==> config.mk <==
export PLATFORM = sky130hd
export DESIGN_NAME = traffic_sensor_conditioner
export DESIGN_NICKNAME = d
export VERILOG_FILES = /design/src/rtl/traffic_sensor_conditioner.sv
export SDC_FILE = /design/constraint.sdc
export NUM_CORES = 1
export LEC_CHECK = 0
export BUFFER_PORTS_ARGS = -buffer_cell sky130_fd_sc_hd__buf_4
export CORE_AREA = 2 2 130 132
export CTS_CLUSTER_SIZE = 40
export DETAILED_ROUTE_END_ITERATION = 10
export DIE_AREA = 0 0 132 134
export GPL_TIMING_DRIVEN = 0
export SLEW_MARGIN = 20
export SYNTH_ARGS = -nofsm -noshare
export SYNTH_HDL_FRONTEND = slang
export SYNTH_SLANG_ARGS = --single-unit
==> constraint.sdc <==
create_clock -name clk -period 5.3 [get_ports clk]
set_clock_uncertainty 0.05 [all_clocks]
set_input_delay 0.53 -clock clk [delete_from_list [all_inputs] [get_ports clk]]
set_output_delay 0.53 -clock clk [all_outputs]
set_load 0.02 [all_outputs]
==> src/rtl/traffic_sensor_conditioner.sv <==
// Sensor front end for the traffic light FSM: sync + debounce of two car sensors,
// optional request latching (SENSOR_LATCH_EN) and the periodic step-enable tick.
module traffic_sensor_conditioner #(
  parameter int unsigned DEBOUNCE_CYCLES = 1_000_000,
  parameter int unsigned TICK_CYCLES     = 300_000_000
) (
  input  logic clk,
  input  logic rst_n,
  input  logic btn_a,
  input  logic btn_b,
  input  logic a_green,
  input  logic b_green,
  output logic SA,
  output logic SB,
  output logic tick
);

  localparam int unsigned DW = $clog2(DEBOUNCE_CYCLES);
  localparam int unsigned TW = $clog2(TICK_CYCLES);

  typedef enum logic [1:0] {
    ST_IDLE,
    ST_PEND_PRESS,
    ST_PRESSED,
    ST_PEND_RELEASE
  } db_state_e;

  logic [1:0] btn_raw;
  logic [1:0] sync1_q;
  logic [1:0] sync2_q;
  logic [1:0] db;

  assign btn_raw = {btn_b, btn_a};

  // Two-flop synchronisers for the asynchronous sensor inputs
  always_ff @(posedge clk or negedge rst_n) begin
    if (!rst_n) begin
      sync1_q <= '0;
      sync2_q <= '0;
    end else begin
      sync1_q <= btn_raw;
      sync2_q <= sync1_q;
    end
  end

  for (genvar c = 0; c < 2; c++) begin : g_ch
    db_state_e     state_q;
    db_state_e     state_d;
    logic [DW-1:0] cnt_q;
    logic [DW-1:0] cnt_d;
    logic          db_q;
    logic          db_d;
    logic          s;

    assign s     = sync2_q[c];
    assign db[c] = db_q;

    always_ff @(posedge clk or negedge rst_n) begin
      if (!rst_n) begin
        state_q <= ST_IDLE;
        cnt_q   <= '0;
        db_q    <= 1'b0;
      end else begin
        state_q <= state_d;
        cnt_q   <= cnt_d;
        db_q    <= db_d;
      end
    end

    // A level is accepted only after DEBOUNCE_CYCLES consecutive identical samples
    always_comb begin
      state_d = state_q;
      cnt_d   = cnt_q;
      db_d    = db_q;
      unique case (state_q)
        ST_IDLE: begin
          if (s) begin
            state_d = ST_PEND_PRESS;
            cnt_d   = DW'(1);
          end
        end
        ST_PEND_PRESS: begin
          if (!s) begin
            state_d = ST_IDLE;
          end else if (cnt_q == DW'(DEBOUNCE_CYCLES - 1)) begin
            state_d = ST_PRESSED;
            db_d    = 1'b1;
          end else begin
            cnt_d = cnt_q + DW'(1);
          end
        end
        ST_PRESSED: begin
          if (!s) begin
            state_d = ST_PEND_RELEASE;
            cnt_d   = DW'(1);
          end
        end
        ST_PEND_RELEASE: begin
          if (s) begin
            state_d = ST_PRESSED;
          end else if (cnt_q == DW'(DEBOUNCE_CYCLES - 1)) begin
            state_d = ST_IDLE;
            db_d    = 1'b0;
          end else begin
            cnt_d = cnt_q + DW'(1);
          end
        end
        default: begin
          state_d = ST_IDLE;
        end
      endcase
    end
  end

  logic [TW-1:0] tick_cnt_q;
  logic [TW-1:0] tick_cnt_d;
  logic          tick_q;
  logic          tick_d;

  // Free-running tick divider; tick_q rises on edge TICK_CYCLES after reset
  always_comb begin
    tick_d     = (tick_cnt_q == TW'(TICK_CYCLES - 1));
    tick_cnt_d = tick_d ? '0 : tick_cnt_q + TW'(1);
  end

  always_ff @(posedge clk or negedge rst_n) begin
    if (!rst_n) begin
      tick_cnt_q <= '0;
      tick_q     <= 1'b0;
    end else begin
      tick_cnt_q <= tick_cnt_d;
      tick_q     <= tick_d;
    end
  end

  assign tick = tick_q;

`ifdef SENSOR_LATCH_EN
  logic [1:0] green;
  logic [1:0] db_dly_q;
  logic [1:0] req_q;
  logic [1:0] req_d;

  assign green = {b_green, a_green};

  // Set on the cycle after a debounced press; set has priority over the green-tick clear
  always_comb begin
    req_d = (db & ~db_dly_q) | (req_q & ~({2{tick_q}} & green));
  end

  always_ff @(posedge clk or negedge rst_n) begin
    if (!rst_n) begin
      db_dly_q <= '0;
      req_q    <= '0;
    end else begin
      db_dly_q <= db;
      req_q    <= req_d;
    end
  end

  assign SA = req_q[0];
  assign SB = req_q[1];
`else
  logic unused_green;
  assign unused_green = a_green ^ b_green;

  assign SA = db[0];
  assign SB = db[1];
`endif

endmodule

==> metrics.txt, run 1 <==
final worst slack roughly 3 ns; cell-internal power just under 0.001 W; mux contribution to synthesized area under 10%; largest family of logic cells by synthesized area simple AND/OR/NAND/NOR gates; setup repair bufs after CTS 0; # fillers ~1700; number of antenna repair diodes 0; initial antenna violation count 0; clock power share ~44%; CTS Buf Count 9; commonest non-fill, non-tap cell in the layout dfrtp_1; Avg WL per Cell approximately 13 um; cell accounting for the most synthesized area dfrtp_1; P_sw between 0.0003 and 0.0004 W; worst-case clock buffer depth 2; Worst VDD drop between 0.15 and 0.2 mV; Post-synth EDFFs 0; CP Data Required Time about 5.5 ns; Worst Tran Pin Value about 0.9 ns; Leakage a little under 2 nW; via count about 3400; global-route wire length before repair about 16000 um; Setup violations, final 0; TritonCTS clock tree done; Finished Cell Area 4770 sq um; pre-CTS setup slack between 2 and 3 ns; Hold Buf Count CTS 0; post-layout util between 20% and 30%; CP Launch Type register; final hold vios 0; adder-cell share of the synthesized area 0.901%; critical path type reg2reg; fmax 0.435 GHz; outcome finished, final reports clean; largest net degree at the start of global routing 81; switching portion of total power around a quarter; share of the synthesized area in the top cell type 48.0%; Slew Limit Fails 0; most frequent cells in the layout dfrtp_1, nor2_1, nand2_1; area grow syn2layout 14.4%; Post-Syn Area approximately 4200 sq um; fin crit share 43.4%; Initial Utilization around 26%; number of global-route vias before repair about 3500; DIE HEIGHT 134 um; IO buf count 6; Seq/Total Area, Yosys just under 50%; post-cts resize count 0; area of the die roughly 18000 sq um; setup TNS 0 ns; Max FO, Critical Path 10; syn_area_per_cell ~9.5 sq um; CP arrival about 2.5 ns; Total Routing Usage GR between 10% and 20%; Hold WC Path Type in2async; DRC viols 0; vias per cell about 4.9; dpl hpwl around 6100 um; Core Area between 15000 and 20000 sq um; Combinational Power Share 5.7%; Synth area leaders dfrtp_1, nor2_1, nand2_1; Seq cells post-synth 80; share of flip-flops with an asynchronous set or reset 100%; clk root buf clkbuf_16; XOR/XNOR share of the synthesized area 6.72%; CTS HTree Levels 3; Cells after DPL around 670; FP Rows 47; Pre-Repair DR Iteration Count 5; max_slew headroom 38.6%; Synth Area in Simple Gates between 20% and 30%; sequential share of power about half; Final nets between 400 and 500; Ports 9; Synth Area in Compound Gates around a tenth; Ys Warns 0; clock latency on the worst-skew pair about 0.33 ns; max cap viols 0; CP endpoint kind register; Power Dens Cells between 200 and 300 nW/um^2; synthesized instance count 440; chip width approximately 130 um; Post-Route WL roughly 9000 um; Num Clock Sinks 80; clock transition at the registers of the reported paths ~0.06 ns; unrepaired setup endpoints after global routing false; Initial DRC Count 314; grt ovf 0; GP Congestion about 0.85; crit path time final around 2.3 ns; ANT nets after route 0; syn nets approximately 450; Area after DPL roughly 4500 sq um; Yosys cell types 57; layout cells sized above 1 under 10%; Main synth FF type dfrtp_1; Final Non-Filler Cells 682
-- power groups by stage --
stage	registers, W	clock network (W)	logic, W
after floorplan	0.000659	0	0.0000481
after global placement	0.000663	0	0.0000735
after detailed placement	0.000664	0	0.0000756
after CTS	0.000653	0.000592	0.0000758
after global routing	0.000657	0.000624	0.0000860
final	0.000654	0.000574	0.0000747
-- per-stage QoR --
stage / hold WS (ns) / total power, W
final: 0.198 / 0.00130
after global routing: 0.231 / 0.00137
after CTS: 0.233 / 0.00132
after detailed placement: 0.289 / 0.000740
after global placement: 0.283 / 0.000737
after floorplan: 0.184 / 0.000707
-- layer usage --
layer | global-route usage, % | up-vias | routed length [um]
met5 | 0 | - | 0
met4 | 3.56 | 0 | 42
met3 | 2.83 | 2 | 259
met2 | 18.5 | 46 | 4400
met1 | 14.2 | 1668 | 4490
li1 | - | 1642 | -
-- final cells by class --
type	count	area [sq um]	area share [%]
Tap cell	220	275	5.78
Buffer	13	63.8	1.34
Inverter	10	37.5	0.788
Clock inverter	6	45.0	0.945
Timing Repair Buffer	6	48.8	1.02
Sequential cell	80	2000	42.0
Multi-Input combinational cell	337	2060	43.3
Clock buffer	10	229	4.80
-- worst paths after layout --
kind                       slack, ns                            to                         start  cells past startpoint
min in group clk                0.25          sync1_q[0]$_DFF_PN0_                         btn_a                      1
setup reg to reg                3.00  g_ch[1].cnt_q[0]$_DFFE_PN0P_  g_ch[1].cnt_q[0]$_DFFE_PN0P_                      6
hold reg to reg                 0.30          sync2_q[0]$_DFF_PN0_          sync1_q[0]$_DFF_PN0_                      0
setup / recovery                3.00  g_ch[1].cnt_q[0]$_DFFE_PN0P_  g_ch[1].cnt_q[0]$_DFFE_PN0P_                      6
hold / removal                  0.20          sync2_q[1]$_DFF_PN0_                         rst_n                      1
max in group asynchronous       4.50      tick_cnt_q[11]$_DFF_PN0_                         rst_n                      1
-- sequential cells by signal (all words and copies together), names as in the netlist, named ones only --
signal / flops
SA: 1
SB: 1
g_ch.cnt_q: 40
g_ch.state_q: 2
sync1_q: 2
sync2_q: 2
tick: 1
tick_cnt_q: 29
-- worst max-delay path, cell delays in order (launching register included) --
cell and delay [ns]:
dfrtp_1 0.40, ha_1 0.23, nand3_1 0.25, or2_0 0.37, o31ai_2 0.31, buf_4 0.23
mux2_2 0.34
-- cells in the mapped netlist, types with 9 or more instances --
library cell,instances
a21oi_1,17
dfrtp_1,80
inv_1,10
mux2i_1,11
nand2_1,46
nand3_1,32
nand4_1,20
nor2_1,49
nor3_1,16
nor4_1,9
o21ai_0,22
xnor2_1,13
xor2_1,19
-- cells by family (layout without fill, tap and decap cells) --
logic type                 count (synthesis)  in the layout
AOI/OAI and AO/OA                         69             69
xor gates and xnor gates                  32             32
adders and majority gates                  3              3
buffers and inverters                     23             45
DFF                                       80             80
muxes                                     14             14
and+or+nand+nor                          219            219
Note: power is estimated with default switching activity, not from simulation.
==> run 2: changes to the inputs <==
- clock period: 5.3 -> 2 ns (I/O delays scaled with it)
==> run 2 against run 1 <==
Non-clock buffer count increased by 23. Global-route usage increased by 0.14 points. Critical path depth decreased by 1. Die area unchanged. Worst setup slack got worse by 2.9 ns. Via count increased by 3.7%. Maximum frequency increased by 19%. Critical endpoint is now g_ch[1].cnt_q[19]$_DFFE_PN0P_. Register-to-register slack got worse by 2.9 ns. Clock-buffer cell count unchanged. Sequential share of layout area decreased by 3.3 points. Final area increased by 8.9%. Core utilization increased by 2.6 points. Largest power group unchanged.
==> metrics.txt, run 2 (synthesized netlist as in run 1, its figures left out) <==
outcome finished, final reports clean; grt ovf 0 (unchanged); Num Clock Sinks 80 (unchanged); IO buf count 6 (unchanged); critical-path cell list nand4_1 -> nor4_4 -> nand3_1 -> or4_4 -> nand3_2; CTS HTree Levels 3 (unchanged); largest net degree at the start of global routing 81 (unchanged); vias per cell 4.94 (+0.34%); Leakage 2.15 nW (+12%); critical path's slowest cell or4_4; Multi-input gate area 2260 sq um (+9.4%); Initial DRC Count 292 (-7.0%); worst-case clock buffer depth 2 (unchanged); most frequent cells in the layout dfrtp_1, nor2_1, nand2_1; setup TNS 0 ns (unchanged); FP Rows 47 (unchanged); worst hold slack 0.301 ns (+0.103 ns); reg2reg path depth 5 (-1); Hold WC Path Type reg2reg; unrepaired setup endpoints after global routing true; Storage cell area 2010 sq um (+0.38%); Largest register FFs 40 (unchanged); hold path startpoint sync1_q[0]$_DFF_PN0_; CP Data Required Time 2.22 ns (-3.24 ns); max cap viols 0 (unchanged); # fillers 1685 (-2.5%); DRC viols 0 (unchanged); area grow syn2layout 24.5%; Core Area 16300 sq um (unchanged); ANT nets after route 0 (unchanged); chip width 132 um (unchanged); layout cells sized above 1 19.2% (+11 points); Total Routing Usage GR 11.3% (+0.14 points); number of antenna repair diodes 0 (unchanged); clk root buf clkbuf_16; RR Startpoint g_ch[1].cnt_q[7]$_DFFE_PN0P_; dpl hpwl 6140 um (unchanged); Power Dens Cells 683 nW/um^2 (+150%); GP Congestion 0.850 (unchanged); R2R Setup Slk 0.06 ns (-2.94 ns); slowest stage delay, CP 0.49 ns (+0.09 ns); Critical R2R Capture g_ch[1].cnt_q[19]$_DFFE_PN0P_; global-route wire length before repair 16400 um (+1.1%); fin crit share 97.0% (+54 points); crit path time final 1.94 ns (-0.360 ns); CTS Buf Count 9 (unchanged); Setup violations, final 0 (unchanged); Hold EP sync2_q[0]$_DFF_PN0_; fmax 0.515 GHz (+19%); Worst VDD drop 0.426 mV (+170%); Largest regs g_ch.cnt_q: 40 flops, tick_cnt_q: 29 flops; Hold Path Stages 0; area of the die 17700 sq um (unchanged); DIE HEIGHT 134 um (unchanged); Avg WL per Cell 13.8 um (+2.2%); clock latency on the worst-skew pair 0.34 ns (about the same); Final nets 489 (+4.9%); Slew Limit Fails 0 (unchanged); Largest Register g_ch.cnt_q; CP Launch Type register; clock transition at the registers of the reported paths 0.06 ns (about the same); via count 3483 (+3.7%); max_slew headroom 50.3% (+12 points); commonest non-fill, non-tap cell in the layout dfrtp_1; Worst Tran Pin Value 0.746 ns (-0.171 ns); initial antenna violation count 0 (unchanged); Initial Utilization 25.6% (unchanged); final hold vios 0 (unchanged); Ports 9 (unchanged); CP arrival 2.16 ns (-0.31 ns); critical path type reg2reg; number of global-route vias before repair 3495 (+1.2%); Pre-Repair DR Iteration Count 4 (-1); CP endpoint kind register; Post-Route WL 9710 um (+5.7%); TritonCTS clock tree done; Max FO, Critical Path 8 (-2)
[run 2: cell types whose count changed in the layout (fill, tap and decap cells not counted), moves of 5 or more]
cell     change
nand3_1      -5
dfrtp_2      +6
buf_4       +18
dfrtp_1      -6
[run 2: layout make-up]
cell class	count	area share (%)
multi-input cells	337	43.5
flip-flops and latches	80	38.7
well taps	220	5.31
repair buffers	30	5.14
clock buffers	10	4.41
plain buffers	12	1.30
clock inverters	6	0.868
inverters	10	0.723
[run 2: layer usage]
metal,track usage [%],wire length (um),part of all wire (%),up-vias
met4,3.44,114,1.2,0
met3,2.80,342,3.5,15
met1,14.4,4590,47,1720
met2,18.9,4660,48,60
met5,0,0,0,-
li1,-,-,-,1688
[run 2: per-stage QoR]
stage	cell area, sq um	setup slack (ns)	util (%)	instances	power (W)
6_report	5190	0.0598	31.9	705	0.00355
3_5_place_dp	4490	-0.302	27.6	666	0.00196
3_3_place_gp	4490	-0.243	27.6	666	0.00195
2_1_floorplan	4170	0.0283	-	440	0.00187
5_1_grt	5190	-0.0564	31.9	705	0.00371
4_1_cts	4900	-0.0218	30.1	690	0.00354
[run 2: how the worst max path moves through the flow]
stage	to	slack, ns	depth (start not counted)	from
after global routing	g_ch[1].cnt_q[19]$_DFFE_PN0P_	-0.06	5	g_ch[1].cnt_q[7]$_DFFE_PN0P_
after global placement	g_ch[1].cnt_q[0]$_DFFE_PN0P_	-0.24	6	g_ch[1].cnt_q[0]$_DFFE_PN0P_
after CTS	g_ch[1].cnt_q[0]$_DFFE_PN0P_	-0.02	6	g_ch[1].cnt_q[12]$_DFFE_PN0P_
after detailed placement	g_ch[1].cnt_q[0]$_DFFE_PN0P_	-0.30	6	g_ch[1].cnt_q[0]$_DFFE_PN0P_
after floorplan	g_ch[1].cnt_q[19]$_DFFE_PN0P_	0.03	7	g_ch[1].cnt_q[0]$_DFFE_PN0P_
final	g_ch[1].cnt_q[19]$_DFFE_PN0P_	0.06	5	g_ch[1].cnt_q[7]$_DFFE_PN0P_
[run 2: what timing repair did]
action                     in CTS  in global routing
setup endpoints to repair      24                 50
hold endpoints to repair        2                 80
gates resized for setup        12                 35
buffers inserted                6                 14
cloned                          0                  1
pin swaps                       2                 16
hold buffers                    2                  1
[run 2: power breakdown]
group          internal (W)  switching [W]
clock              0.000845       0.000685
combinational      0.000126       0.000146
sequential          0.00167      0.0000768
[run 2: worst max-delay path: cells and delay by family (launching register included)]
| kind | cells | cell delay, ns |
|---|---|---|
| flip-flops | 1 | 0.43 |
| AND/OR/NAND/NOR | 5 | 1.39 |
